## config.mk

```make
export PLATFORM = sky130hd
export DESIGN_NAME = prbs_lfsr_gen_flat
export DESIGN_NICKNAME = d
export VERILOG_FILES = /design/src/rtl/prbs_lfsr_gen_pkg.sv /design/src/rtl/prbs_lfsr_gen_if.sv /design/src/rtl/prbs_lfsr_gen_rate_divider.sv /design/src/rtl/prbs_lfsr_gen.sv /design/src/flat_wrapper.sv
export SDC_FILE = /design/constraint.sdc
export NUM_CORES = 1
export LEC_CHECK = 0
export BUFFER_PORTS_ARGS = -buffer_cell sky130_fd_sc_hd__buf_2
export CAP_MARGIN = 10
export CORE_ASPECT_RATIO = 2
export CORE_MARGIN = 5
export CORE_UTILIZATION = 45
export DETAILED_ROUTE_END_ITERATION = 8
export MAX_ROUTING_LAYER = met4
export PLACE_DENSITY = 0.73
export SLEW_MARGIN = 20
export SYNTH_ARGS = -nofsm -noshare
export SYNTH_HDL_FRONTEND = slang
export SYNTH_SLANG_ARGS = --single-unit
```

## constraint.sdc

```tcl
create_clock -name dac_clk -period 9 [get_ports dac_clk]
set_input_delay 0.9 -clock dac_clk [delete_from_list [all_inputs] [get_ports dac_clk]]
set_output_delay 0.9 -clock dac_clk [all_outputs]
set_load 0.005 [all_outputs]
```

## src/rtl/prbs_lfsr_gen_pkg.sv

```systemverilog
// Shared constants, types and helpers for the PRBS pattern source.
package prbs_lfsr_gen_pkg;

  localparam int unsigned PRBS_LFSR_MAX_W = 31;
  localparam int unsigned PRBS_DIV_W      = 16;
  localparam logic [PRBS_LFSR_MAX_W-1:0] PRBS_DEFAULT_SEED = 31'h7FFF_FFFF;

  typedef enum logic [2:0] {
    ORD_PRBS7  = 3'd0,
    ORD_PRBS9  = 3'd1,
    ORD_PRBS15 = 3'd2,
    ORD_PRBS23 = 3'd3,
    ORD_PRBS31 = 3'd4
  } prbs_order_e;

  typedef enum logic [1:0] {
    ST_IDLE = 2'd0,
    ST_LOAD = 2'd1,
    ST_RUN  = 2'd2
  } prbs_state_e;

  // Polynomial order n and second tap t for x^n + x^t + 1.
  typedef struct packed {
    logic [4:0] n;
    logic [4:0] t;
  } prbs_taps_t;

  localparam prbs_taps_t TAPS_PRBS7  = '{n: 5'd7,  t: 5'd6};
  localparam prbs_taps_t TAPS_PRBS9  = '{n: 5'd9,  t: 5'd5};
  localparam prbs_taps_t TAPS_PRBS15 = '{n: 5'd15, t: 5'd14};
  localparam prbs_taps_t TAPS_PRBS23 = '{n: 5'd23, t: 5'd18};
  localparam prbs_taps_t TAPS_PRBS31 = '{n: 5'd31, t: 5'd28};

  // Unused encodings 5-7 fall back to PRBS7.
  function automatic prbs_taps_t order_taps(input logic [2:0] sel);
    prbs_taps_t r;
    case (sel)
      ORD_PRBS9:  r = TAPS_PRBS9;
      ORD_PRBS15: r = TAPS_PRBS15;
      ORD_PRBS23: r = TAPS_PRBS23;
      ORD_PRBS31: r = TAPS_PRBS31;
      default:    r = TAPS_PRBS7;
    endcase
    return r;
  endfunction

  // Low n bits set.
  function automatic logic [PRBS_LFSR_MAX_W-1:0] order_mask(input logic [4:0] n);
    logic [PRBS_LFSR_MAX_W-1:0] m;
    m = '0;
    for (int unsigned i = 0; i < PRBS_LFSR_MAX_W; i++) begin
      m[i] = (i < 32'(n));
    end
    return m;
  endfunction

  // Sequence period 2^n-1, which is numerically the n-bit mask.
  function automatic logic [PRBS_LFSR_MAX_W-1:0] period_len(input logic [4:0] n);
    return order_mask(n);
  endfunction

endpackage

```

## src/rtl/prbs_lfsr_gen_if.sv

```systemverilog
// Control and data bundle between the PRBS source and its user.
interface prbs_lfsr_gen_if
  import prbs_lfsr_gen_pkg::*;
#(
  parameter int unsigned DIV_W = PRBS_DIV_W
);
  logic                       prbs_enable;
  logic [2:0]                 prbs_order_sel;
  logic [PRBS_LFSR_MAX_W-1:0] prbs_seed;
  logic [DIV_W-1:0]           prbs_rate_div;
  logic                       prbs_err_inject;
  logic                       prbs_bit_out;
  logic                       lfsr_clk_enable;
  logic                       prbs_seq_start;
  logic                       prbs_busy;
  logic                       prbs_lockup_flag;

  modport master (
    output prbs_enable, prbs_order_sel, prbs_seed, prbs_rate_div, prbs_err_inject,
    input  prbs_bit_out, lfsr_clk_enable, prbs_seq_start, prbs_busy, prbs_lockup_flag
  );

  modport slave (
    input  prbs_enable, prbs_order_sel, prbs_seed, prbs_rate_div, prbs_err_inject,
    output prbs_bit_out, lfsr_clk_enable, prbs_seq_start, prbs_busy, prbs_lockup_flag
  );
endinterface

```

## src/rtl/prbs_lfsr_gen_rate_divider.sv

```systemverilog
// Bit-rate divider: down-counter that ticks at zero and reloads the live rate.
module prbs_rate_divider #(
  parameter int unsigned DIV_W = 16
) (
  input  logic             clk_i,
  input  logic             rst_i,
  input  logic             clear_i,
  input  logic             run_i,
  input  logic [DIV_W-1:0] rate_div_i,
  output logic             tick_o
);
  logic [DIV_W-1:0] cnt_q, cnt_d;

  assign tick_o = run_i && (cnt_q == '0);

  // clear starts a fresh period; reload on tick picks up rate changes at the bit boundary
  always_comb begin
    cnt_d = cnt_q;
    if (clear_i || tick_o) begin
      cnt_d = rate_div_i;
    end else if (run_i) begin
      cnt_d = cnt_q - DIV_W'(1);
    end
  end

  // counter register
  always_ff @(posedge clk_i) begin
    if (rst_i) begin
      cnt_q <= '0;
    end else begin
      cnt_q <= cnt_d;
    end
  end
endmodule

```

## src/rtl/prbs_lfsr_gen.sv

```systemverilog
// Selectable-order Fibonacci PRBS source with rate divider, start marker,
// single-bit error injection and all-zero lock-up recovery.
module prbs_lfsr_gen
  import prbs_lfsr_gen_pkg::*;
#(
  parameter int unsigned                LFSR_MAX_W   = PRBS_LFSR_MAX_W,
  parameter int unsigned                DIV_W        = PRBS_DIV_W,
  parameter logic [LFSR_MAX_W-1:0]      DEFAULT_SEED = PRBS_DEFAULT_SEED
) (
  input  logic           dac_clk,
  input  logic           reset,
  prbs_lfsr_gen_if.slave bus
);
  prbs_state_e           state_q, state_d;
  logic [4:0]            n_q, n_d, tap_q, tap_d;
  logic [LFSR_MAX_W-1:0] lfsr_q, lfsr_d;
  logic [LFSR_MAX_W-1:0] idx_q, idx_d;
  logic                  pend_q, pend_d;
  logic                  lock_q, lock_d;
  logic                  bit_q, bit_d;
  logic                  stb_q, stb_d;
  logic                  sos_q, sos_d;
  logic                  busy_q;

  logic                  tick, run_en, load_en, fb, err;
  logic [LFSR_MAX_W-1:0] mask, seed_m;
  prbs_taps_t            sel_taps;

  assign load_en  = (state_q == ST_LOAD) && bus.prbs_enable;
  assign run_en   = (state_q == ST_RUN) && bus.prbs_enable;
  assign mask     = order_mask(n_q);
  assign sel_taps = order_taps(bus.prbs_order_sel);
  assign seed_m   = bus.prbs_seed & order_mask(sel_taps.n);
  assign fb       = lfsr_q[n_q - 5'd1] ^ lfsr_q[tap_q - 5'd1];
  // an inject landing on the tick cycle applies to that tick's bit
  assign err      = pend_q | bus.prbs_err_inject;

  prbs_rate_divider #(
    .DIV_W (DIV_W)
  ) u_div (
    .clk_i      (dac_clk),
    .rst_i      (reset),
    .clear_i    (load_en),
    .run_i      (run_en),
    .rate_div_i (bus.prbs_rate_div),
    .tick_o     (tick)
  );

  // next state: dropping enable wins over everything
  always_comb begin
    state_d = state_q;
    unique case (state_q)
      ST_IDLE: if (bus.prbs_enable) state_d = ST_LOAD;
      ST_LOAD: state_d = bus.prbs_enable ? ST_RUN : ST_IDLE;
      ST_RUN:  if (!bus.prbs_enable) state_d = ST_IDLE;
      default: state_d = ST_IDLE;
    endcase
  end

  // state register
  always_ff @(posedge dac_clk) begin
    if (reset) begin
      state_q <= ST_IDLE;
    end else begin
      state_q <= state_d;
    end
  end

  // LFSR, bit index, error and output next-state
  always_comb begin
    n_d    = n_q;
    tap_d  = tap_q;
    lfsr_d = lfsr_q;
    idx_d  = idx_q;
    pend_d = pend_q;
    lock_d = lock_q;
    bit_d  = bit_q;
    stb_d  = 1'b0;
    sos_d  = 1'b0;
    if (load_en) begin
      n_d    = sel_taps.n;
      tap_d  = sel_taps.t;
      lfsr_d = (seed_m != '0) ? seed_m : (DEFAULT_SEED & order_mask(sel_taps.n));
      idx_d  = '0;
      lock_d = 1'b0;
      pend_d = 1'b0;
    end else if (run_en) begin
      if (tick) begin
        stb_d  = 1'b1;
        pend_d = 1'b0;
        if ((lfsr_q & mask) == '0) begin
          lfsr_d = DEFAULT_SEED & mask;
          bit_d  = 1'b0;
          lock_d = 1'b1;
          idx_d  = '0;
        end else begin
          lfsr_d = {lfsr_q[LFSR_MAX_W-2:0], fb} & mask;
          bit_d  = fb ^ err;
          sos_d  = (idx_q == '0);
          idx_d  = (idx_q == period_len(n_q) - LFSR_MAX_W'(1)) ? '0 : idx_q + LFSR_MAX_W'(1);
        end
      end else if (bus.prbs_err_inject) begin
        pend_d = 1'b1;
      end
    end else begin
      bit_d  = 1'b0;
      pend_d = 1'b0;
    end
  end

  // datapath and registered outputs
  always_ff @(posedge dac_clk) begin
    if (reset) begin
      n_q    <= '0;
      tap_q  <= '0;
      lfsr_q <= '0;
      idx_q  <= '0;
      pend_q <= 1'b0;
      lock_q <= 1'b0;
      bit_q  <= 1'b0;
      stb_q  <= 1'b0;
      sos_q  <= 1'b0;
      busy_q <= 1'b0;
    end else begin
      n_q    <= n_d;
      tap_q  <= tap_d;
      lfsr_q <= lfsr_d;
      idx_q  <= idx_d;
      pend_q <= pend_d;
      lock_q <= lock_d;
      bit_q  <= bit_d;
      stb_q  <= stb_d;
      sos_q  <= sos_d;
      busy_q <= (state_d != ST_IDLE);
    end
  end

  assign bus.prbs_bit_out     = bit_q;
  assign bus.lfsr_clk_enable  = stb_q;
  assign bus.prbs_seq_start   = sos_q;
  assign bus.prbs_busy        = busy_q;
  assign bus.prbs_lockup_flag = lock_q;
endmodule

```

## src/flat_wrapper.sv

```systemverilog
// flat-port wrapper written by rule: the top's interface ports become plain ports
module prbs_lfsr_gen_flat import prbs_lfsr_gen_pkg::*;
#(
  parameter int unsigned                LFSR_MAX_W   = PRBS_LFSR_MAX_W,
  parameter int unsigned                DIV_W        = PRBS_DIV_W,
  parameter logic [LFSR_MAX_W-1:0]      DEFAULT_SEED = PRBS_DEFAULT_SEED
)
  (dac_clk, reset, bus_prbs_enable, bus_prbs_order_sel, bus_prbs_seed, bus_prbs_rate_div, bus_prbs_err_inject, bus_prbs_bit_out, bus_lfsr_clk_enable, bus_prbs_seq_start, bus_prbs_busy, bus_prbs_lockup_flag);
  prbs_lfsr_gen_if #(.DIV_W(DIV_W)) bus_i ();
  input  logic dac_clk;
  input  logic reset;
  input wire logic [$bits(bus_i.prbs_enable)-1:0] bus_prbs_enable;
  input wire logic [$bits(bus_i.prbs_order_sel)-1:0] bus_prbs_order_sel;
  input wire logic [$bits(bus_i.prbs_seed)-1:0] bus_prbs_seed;
  input wire logic [$bits(bus_i.prbs_rate_div)-1:0] bus_prbs_rate_div;
  input wire logic [$bits(bus_i.prbs_err_inject)-1:0] bus_prbs_err_inject;
  output wire logic [$bits(bus_i.prbs_bit_out)-1:0] bus_prbs_bit_out;
  output wire logic [$bits(bus_i.lfsr_clk_enable)-1:0] bus_lfsr_clk_enable;
  output wire logic [$bits(bus_i.prbs_seq_start)-1:0] bus_prbs_seq_start;
  output wire logic [$bits(bus_i.prbs_busy)-1:0] bus_prbs_busy;
  output wire logic [$bits(bus_i.prbs_lockup_flag)-1:0] bus_prbs_lockup_flag;
  assign bus_i.prbs_enable = bus_prbs_enable;
  assign bus_i.prbs_order_sel = bus_prbs_order_sel;
  assign bus_i.prbs_seed = bus_prbs_seed;
  assign bus_i.prbs_rate_div = bus_prbs_rate_div;
  assign bus_i.prbs_err_inject = bus_prbs_err_inject;
  assign bus_prbs_bit_out = bus_i.prbs_bit_out;
  assign bus_lfsr_clk_enable = bus_i.lfsr_clk_enable;
  assign bus_prbs_seq_start = bus_i.prbs_seq_start;
  assign bus_prbs_busy = bus_i.prbs_busy;
  assign bus_prbs_lockup_flag = bus_i.prbs_lockup_flag;
  prbs_lfsr_gen #(.LFSR_MAX_W(LFSR_MAX_W), .DIV_W(DIV_W), .DEFAULT_SEED(DEFAULT_SEED)) u_core (.dac_clk(dac_clk), .reset(reset), .bus(bus_i));
endmodule
```

# Word level (Yosys, flattened, before mapping)
# Cells that the tools add are included.
dict set report totals {
  in_bits 54
  ff_bits 96
  out_inout_bits 5
}
dict set report op_classes {
  n_addsub 5
  bitwise_logic 9
  n_eq_ne 8
  n_mux 22
  n_lt_le_gt_ge 64
  n_reduce_logical 21
}
# operator count
set ops {}
lappend ops {{$mux 31} 7}
lappend ops {{$lt 5x5->1 const A} 30}
lappend ops {{$and 31x31->31} 3}
lappend ops {{$lt 4x5->1 const A} 16}
lappend ops {{$logic_not 31->1} 2}
lappend ops {{$lt 3x5->1 const A} 8}
lappend ops {{$pmux 10 s4} 1}
lappend ops {{$mux 16} 2}
lappend ops {{$add 31x1->31 const B} 1}
lappend ops {{$eq 31x31->1} 1}
lappend ops {{$reduce_bool 31->1} 1}
lappend ops {{$sub 31x1->31 const B} 1}
lappend ops {{$lt 1x5->1 const A} 4}
lappend ops {{$lt 2x5->1 const A} 4}
lappend ops {{$logic_not 16->1} 1}
lappend ops {{$sub 16x1->16 const B} 1}
lappend ops {{$lt 5x6->1 const B} 2}
lappend ops {{$bmux 1 s5} 2}
lappend ops {{$sub 5x1->5 const B} 2}
lappend ops {{$reduce_bool 2->1} 4}
lappend ops {{$eq 3x2->1 const B} 2}
lappend ops {{$mux 1} 6}
lappend ops {{$mux 2} 3}
lappend ops {{$pmux 2 s3} 1}
lappend ops {{17 further kinds} 24}

# Depth between registers and ports, before layout
dict set report logic_depth {
  ltp_word 9
  ltp_mapped 17
  ltp_nobuf 15
}

# Cells and area by module
# From an unflattened synthesis, not the netlist that was laid out.
dict set report hier_totals {
  cells_unflattened 904
  area_unflattened_um2 7021.7
}
# module n_inst cells_each seq_area_each_um2 area_per_inst_um2
set by_module_without_submodules {}
lappend by_module_without_submodules {prbs_lfsr_gen 1 790 1561.5 5990.7}
lappend by_module_without_submodules {prbs_rate_divider 1 114 320.3 1031.0}

# Worst setup path before layout
# Ideal clock, no wire load.
dict set report synth_timing {
  path_type {register to register}
  from {register u_core.n_q[2]}
  to {register u_core.idx_q[10]}
  arrival_time_ps 3314
  setup_slack_ps 5557
  n_path_buf 2
  setup_time_ps 129
  required_time_ps 8871
  stages_incl_launch_ff 17
  cell_sequence {dfxtp_1 > buf_4 > nor2_1 > nand2_1 > inv_1 > o21ai_0 > inv_1 > ha_1 > ha_1 > buf_4 > or4b_2 > nand3_1 > nand4b_1 > a2111oi_2 > nand4_2 > a32oi_1 > o41ai_2}
}
dict set report synth_via {
  elab_chain_len 5
}
# element line_no
set synth_rtl {}
lappend synth_rtl {{from (decl)} prbs_lfsr_gen.sv:15} ;# logic [4:0] n_q, n_d, tap_q, tap_d;
lappend synth_rtl {{from (signal assigned)} prbs_lfsr_gen.sv:125} ;# n_q <= n_d;
lappend synth_rtl {{$lt 1x5->1, or another cell as far along} prbs_lfsr_gen_pkg.sv:52} ;# m[i] = (i < 32'(n));
lappend synth_rtl {{$sub 31x1->31} prbs_lfsr_gen.sv:100} ;# idx_d = (idx_q == period_len(n_q) - LFSR_MAX_W'(1)) ? '0 : idx_q + LFSR_MAX_W'(1);
lappend synth_rtl {{$eq 31x31->1} prbs_lfsr_gen.sv:100}
lappend synth_rtl {{$mux 31} prbs_lfsr_gen.sv:100}
lappend synth_rtl {{$mux 31 *} prbs_lfsr_gen.sv:91} ;# if ((lfsr_q & mask) == '0) begin
lappend synth_rtl {{to (signal assigned)} prbs_lfsr_gen.sv:128} ;# idx_q <= idx_d;
lappend synth_rtl {{to (decl)} prbs_lfsr_gen.sv:17} ;# logic [LFSR_MAX_W-1:0] idx_q, idx_d;
# Every way passes the cells marked *; elsewhere a longest branch is shown, timed or not.
# A chain may end at the register's enable or synchronous reset.

==> metrics list <==
- The via count of the first global-routing pass came to 6,912.
* Average wire per cell in the routed design: 20.7 um
* Max-slew violation total from the final report: 0
- Summing the sequential cell areas from Yosys gives approximately 28% of the chip area.
- In this run the tightest slew margin relative to its limit is 35.3%.
- Hold Worst Slack: 0.469 ns
- Buf+Inv Stages, Crit Path: 4
- In this run the tool buffered the top-level ports with 58 buffer cells.
* Non-Filler Cell Area, Final: between 7000 and 8000 um2
- In this run the critical register-to-register path is captured at u_core.idx_q[10]$_SDFFE_PP0P_.
- At the end of routability-driven placement, the weighted congestion stood at 1.03.
- Relative to the synthesized area, the layout overhead comes to 7.86%.
- Among all flip-flop cells after synthesis, the most frequent one is sky130_fd_sc_hd__dfxtp_1.
* Register-to-register path setup slack: 3.99 ns
- Broken down by cell family, the worst path's largest delay share belongs to simple AND/OR/NAND/NOR gates.
- Buffers inserted during clock tree synthesis total 9.
* Combinational Power Share: about 22%
- Most used cell along the critical path: sky130_fd_sc_hd__inv_1
- Gates resized during post-CTS repair numbered 0.
- Syn. warnings: 0
- Post-synthesis net count: approximately 960
- RSZ-0062 raised after global routing: no
* DPL Wire Length: around 17,000 um
- Synth async-reset ratio: 0%
- After clock tree synthesis, the clock-pin slew on the worst setup and hold paths is roughly 0.070 ns.
- Number of cells traversed by the worst register-to-register path: 15
- Die X-Extent: roughly 97 um
* Worst setup endpoint: u_core.idx_q[10]$_SDFFE_PP0P_
* Count leader, synth: sky130_fd_sc_hd__nand2_1
* Top sig layer: met4
- Per report_power, the clock group accounts for 36.2% of the total.
- M1 wire length: roughly 7500 um
- At the end of the flow the core is filled with cells to approximately 49%.
* Slowest library cell on the worst path: sky130_fd_sc_hd__nand4_2
- Clock latency on the worst-skew pair, taken at its later pin, is 0.35 ns.
* Fraction of final layout cells sized beyond drive strength 1: between 10% and 20%
- The floorplan has 63 rows.
- Buffer levels on the longest clock path: 2
* Final min period: 5.01 ns
- Share of the clock period used by the worst path: between 50 and 60%
- Total iterations of the first detailed-routing run: 5
* Post-route clock skew: 0.00981 ns
- Data required time at the worst endpoint: 9.22 ns
- On the worst path, the slowest cell contributes a delay of 0.77 ns.
- Remaining DRCs: 0
- N_diodes: 0
* Critical-path cell list: buf_4 -> inv_1 -> nand2_1 -> inv_1 -> o21ai_0 -> inv_1 -> ha_1 -> ha_1 -> or4b_2 -> nand3_1 -> nand4b_1 -> a2111oi_2 -> nand4_2 -> a32oi_1 -> o41ai_2
* Fill cell instance count of the final layout: 1,537
* Cell type with the highest aggregate area in the netlist: sky130_fd_sc_hd__dfxtp_1
* Share of the synthesized area in the top cell type: between 20 and 30%
- Critical path depth in cells: 15
* Routed wl met2: about 12,000 um
- Fmax: 199 MHz
* Category of the most critical setup path: flip-flop to flip-flop
- Number of max-capacitance violations reported: 0
- The analysis attributes to net switching a power of between 0.0003 and 0.0004 W.
- Count of flip-flops with a built-in enable after synthesis: 0
* Total via count after detailed routing: between 7,000 and 8,000
* Top cells by count, synth: sky130_fd_sc_hd__nand2_1, sky130_fd_sc_hd__dfxtp_1, sky130_fd_sc_hd__o21ai_0
- Once the clock tree was built, the setup fixing pass inserted 0 buffers.
- Yosys reg bits: 94
- Boundary Pins: 59
* Pin count of the biggest net entering global routing: 47
- CTS root buf: sky130_fd_sc_hd__clkbuf_16
* Effective utilization at floorplan: 45.8%
* Largest cells by area after synthesis: sky130_fd_sc_hd__dfxtp_1, sky130_fd_sc_hd__o21ai_0, sky130_fd_sc_hd__nand2_1
- Along the worst path, the maximum fanout reaches 37.
- Summing every instance area after synthesis gives 6790 um2.
* Final layout net count: 967
- Total internal power: roughly 0.00074 W
- Run status: completed
- Distinct cell type count after synthesis: 82
- The initial antenna violation count came to 0.
- Placeable core region: 14,800 um2
* GRT Util Overall: roughly a quarter
* H-tree levels: 3
* Net switching share of the total power: 31.0%
- Worst Path Arrival: 5.23 ns
- Area post-placement: just over 7000 um2
* Cell count after synthesis: just under 900
- Final-report setup violation count: 0
* VDD IR max: 0.103 mV
- The first routing iteration left 485 violations.
- Remaining global-route overflow: 0
- In the final timing run, aggregate negative setup slack is 0 ns.
* Pwr dens: roughly 150 nW/um2
* Overall power consumption: 0.00107 W
- Per report_power, the sequential group accounts for 41.7% of the total.
- TritonCTS clock tree: built
* Reg-to-Reg Start: u_core.tap_q[4]$_SDFFE_PP0P_
- Worst-margin pin slew: 0.961 ns
- Number of sinks on the clock net: 94
- Height of the chip: 184 um
- The floorplan step defined a die boundary enclosing 17,800 um2.
* Post-synthesis average cell area: 7.60 um2
* Worst setup startpoint: u_core.tap_q[4]$_SDFFE_PP0P_
- For this block, the routed nets add up to 22,800 um of wire.
* Type of element capturing the critical path: flip-flop
* Number of endpoints with negative hold slack in the final report: 0
- Kind of start point of the critical path: flip-flop
- The tightest min-delay check is of the flip-flop to flip-flop type.
- Leakage Power: 2.62 nW
- First-pass GRT wire length: about 36,000 um
- Using the TritonRoute via totals, the vias-per-cell ratio works out to 6.50.
- In this run, post-CTS hold repair placed 0 buffers.
- Met3 wire length: 1220 um
- In this run the remaining antenna-violating nets after routing total 0.
cells by family after synthesis:
family / count (synthesis) / synth area share [%]
buf+inv: 97 / 6.89
flops: 94 / 27.7
xor+xnor: 25 / 3.43
compound gates: 255 / 23.8
simple gates: 387 / 29.4
fa+ha+maj: 13 / 2.39
mux: 23 / 6.37
final cells by class:
cell class,instances,area (um2),area share [%]
Multi-Input combinational cell,703,4460,60.8
Sequential cell,94,1880,25.7
Timing Repair Buffer,68,365,4.99
Tap cell,195,244,3.33
Clock buffer,10,229,3.12
Inverter,24,90.1,1.23
Clock inverter,5,60.1,0.820
per-layer routing:
layer	vias up	GRT usage, %
met3	129	3.46
met1	3354	24.7
met5	-	-
met4	0	20.4
li1	3318	-
met2	341	47.0
metrics by stage:
stage | cells | setup slack (ns)
3_5_place_dp | 1084 | 4.05
4_1_cts | 1099 | 4.04
3_3_place_gp | 1084 | 4.22
5_1_grt | 1099 | 3.61
6_report | 1099 | 3.99
2_1_floorplan | 894 | 5.56
power by group through the flow:
stage	clock [W]	sequential, W	combinational [W]
floorplan	0	0.000448	0.000178
global route	0.000407	0.000447	0.000261
CTS	0.000389	0.000445	0.000234
finish	0.000387	0.000446	0.000237
detailed placement	0	0.000455	0.000233
global placement	0	0.000454	0.000229
sequential cells by signal (all words and copies together) (netlist names):
register,count
u_core.idx_q,31
u_core.bus.lfsr_clk_enable,1
u_core.lfsr_q,31
u_core.state_q,2
u_core.pend_q,1
u_core.bus.prbs_busy,1
u_core.bus.prbs_bit_out,1
u_core.bus.prbs_seq_start,1
u_core.u_div.cnt_q,16
u_core.n_q,3
u_core.tap_q,5
u_core.bus.prbs_lockup_flag,1
worst reg2reg max path: cells and delay by family (launching register included):
family / cells / cell delay (ns)
AO/OA/AOI/OAI: 4 / 1.23
adder cells (fa/ha/maj): 2 / 0.61
AND/OR/NAND/NOR: 5 / 1.82
buffers and inverters: 4 / 0.95
flip-flops: 1 / 0.30
worst min path at each step:
stage	cells past startpoint	slack, ns	to	start
5_1_grt	2	0.50	u_core.bus.prbs_lockup_flag$_SDFFE_PP0P_	u_core.bus.prbs_lockup_flag$_SDFFE_PP0P_
3_5_place_dp	2	0.46	u_core.bus.prbs_lockup_flag$_SDFFE_PP0P_	u_core.bus.prbs_lockup_flag$_SDFFE_PP0P_
3_3_place_gp	2	0.46	u_core.bus.prbs_lockup_flag$_SDFFE_PP0P_	u_core.bus.prbs_lockup_flag$_SDFFE_PP0P_
2_1_floorplan	2	0.45	u_core.u_div.cnt_q[6]$_SDFFE_PP0P_	u_core.u_div.cnt_q[6]$_SDFFE_PP0P_
6_report	2	0.47	u_core.bus.prbs_lockup_flag$_SDFFE_PP0P_	u_core.bus.prbs_lockup_flag$_SDFFE_PP0P_
4_1_cts	2	0.48	u_core.bus.prbs_lockup_flag$_SDFFE_PP0P_	u_core.bus.prbs_lockup_flag$_SDFFE_PP0P_
cell usage in the layout (no fill, tap or decap), drive strengths merged, types with 5 or more instances in the layout:
master	instances
nor2	75
buf	68
xor2	6
or4	9
o22ai	7
a2111oi	5
clkbuf	10
o211ai	13
or3	8
nor2b	14
o21a	6
and2	8
nor3	26
a31oi	25
a21oi	53
o21ai	93
or2	5
mux4	16
a211oi	10
nand2b	9
nand3	37
inv	25
a21o	5
mux2i	5
and4	5
nand4	33
nor4	24
dfxtp	94
nand2	112
xnor2	18
and3	5
o221ai	7
ha	13
Note: power is estimated with default switching activity, not from simulation.
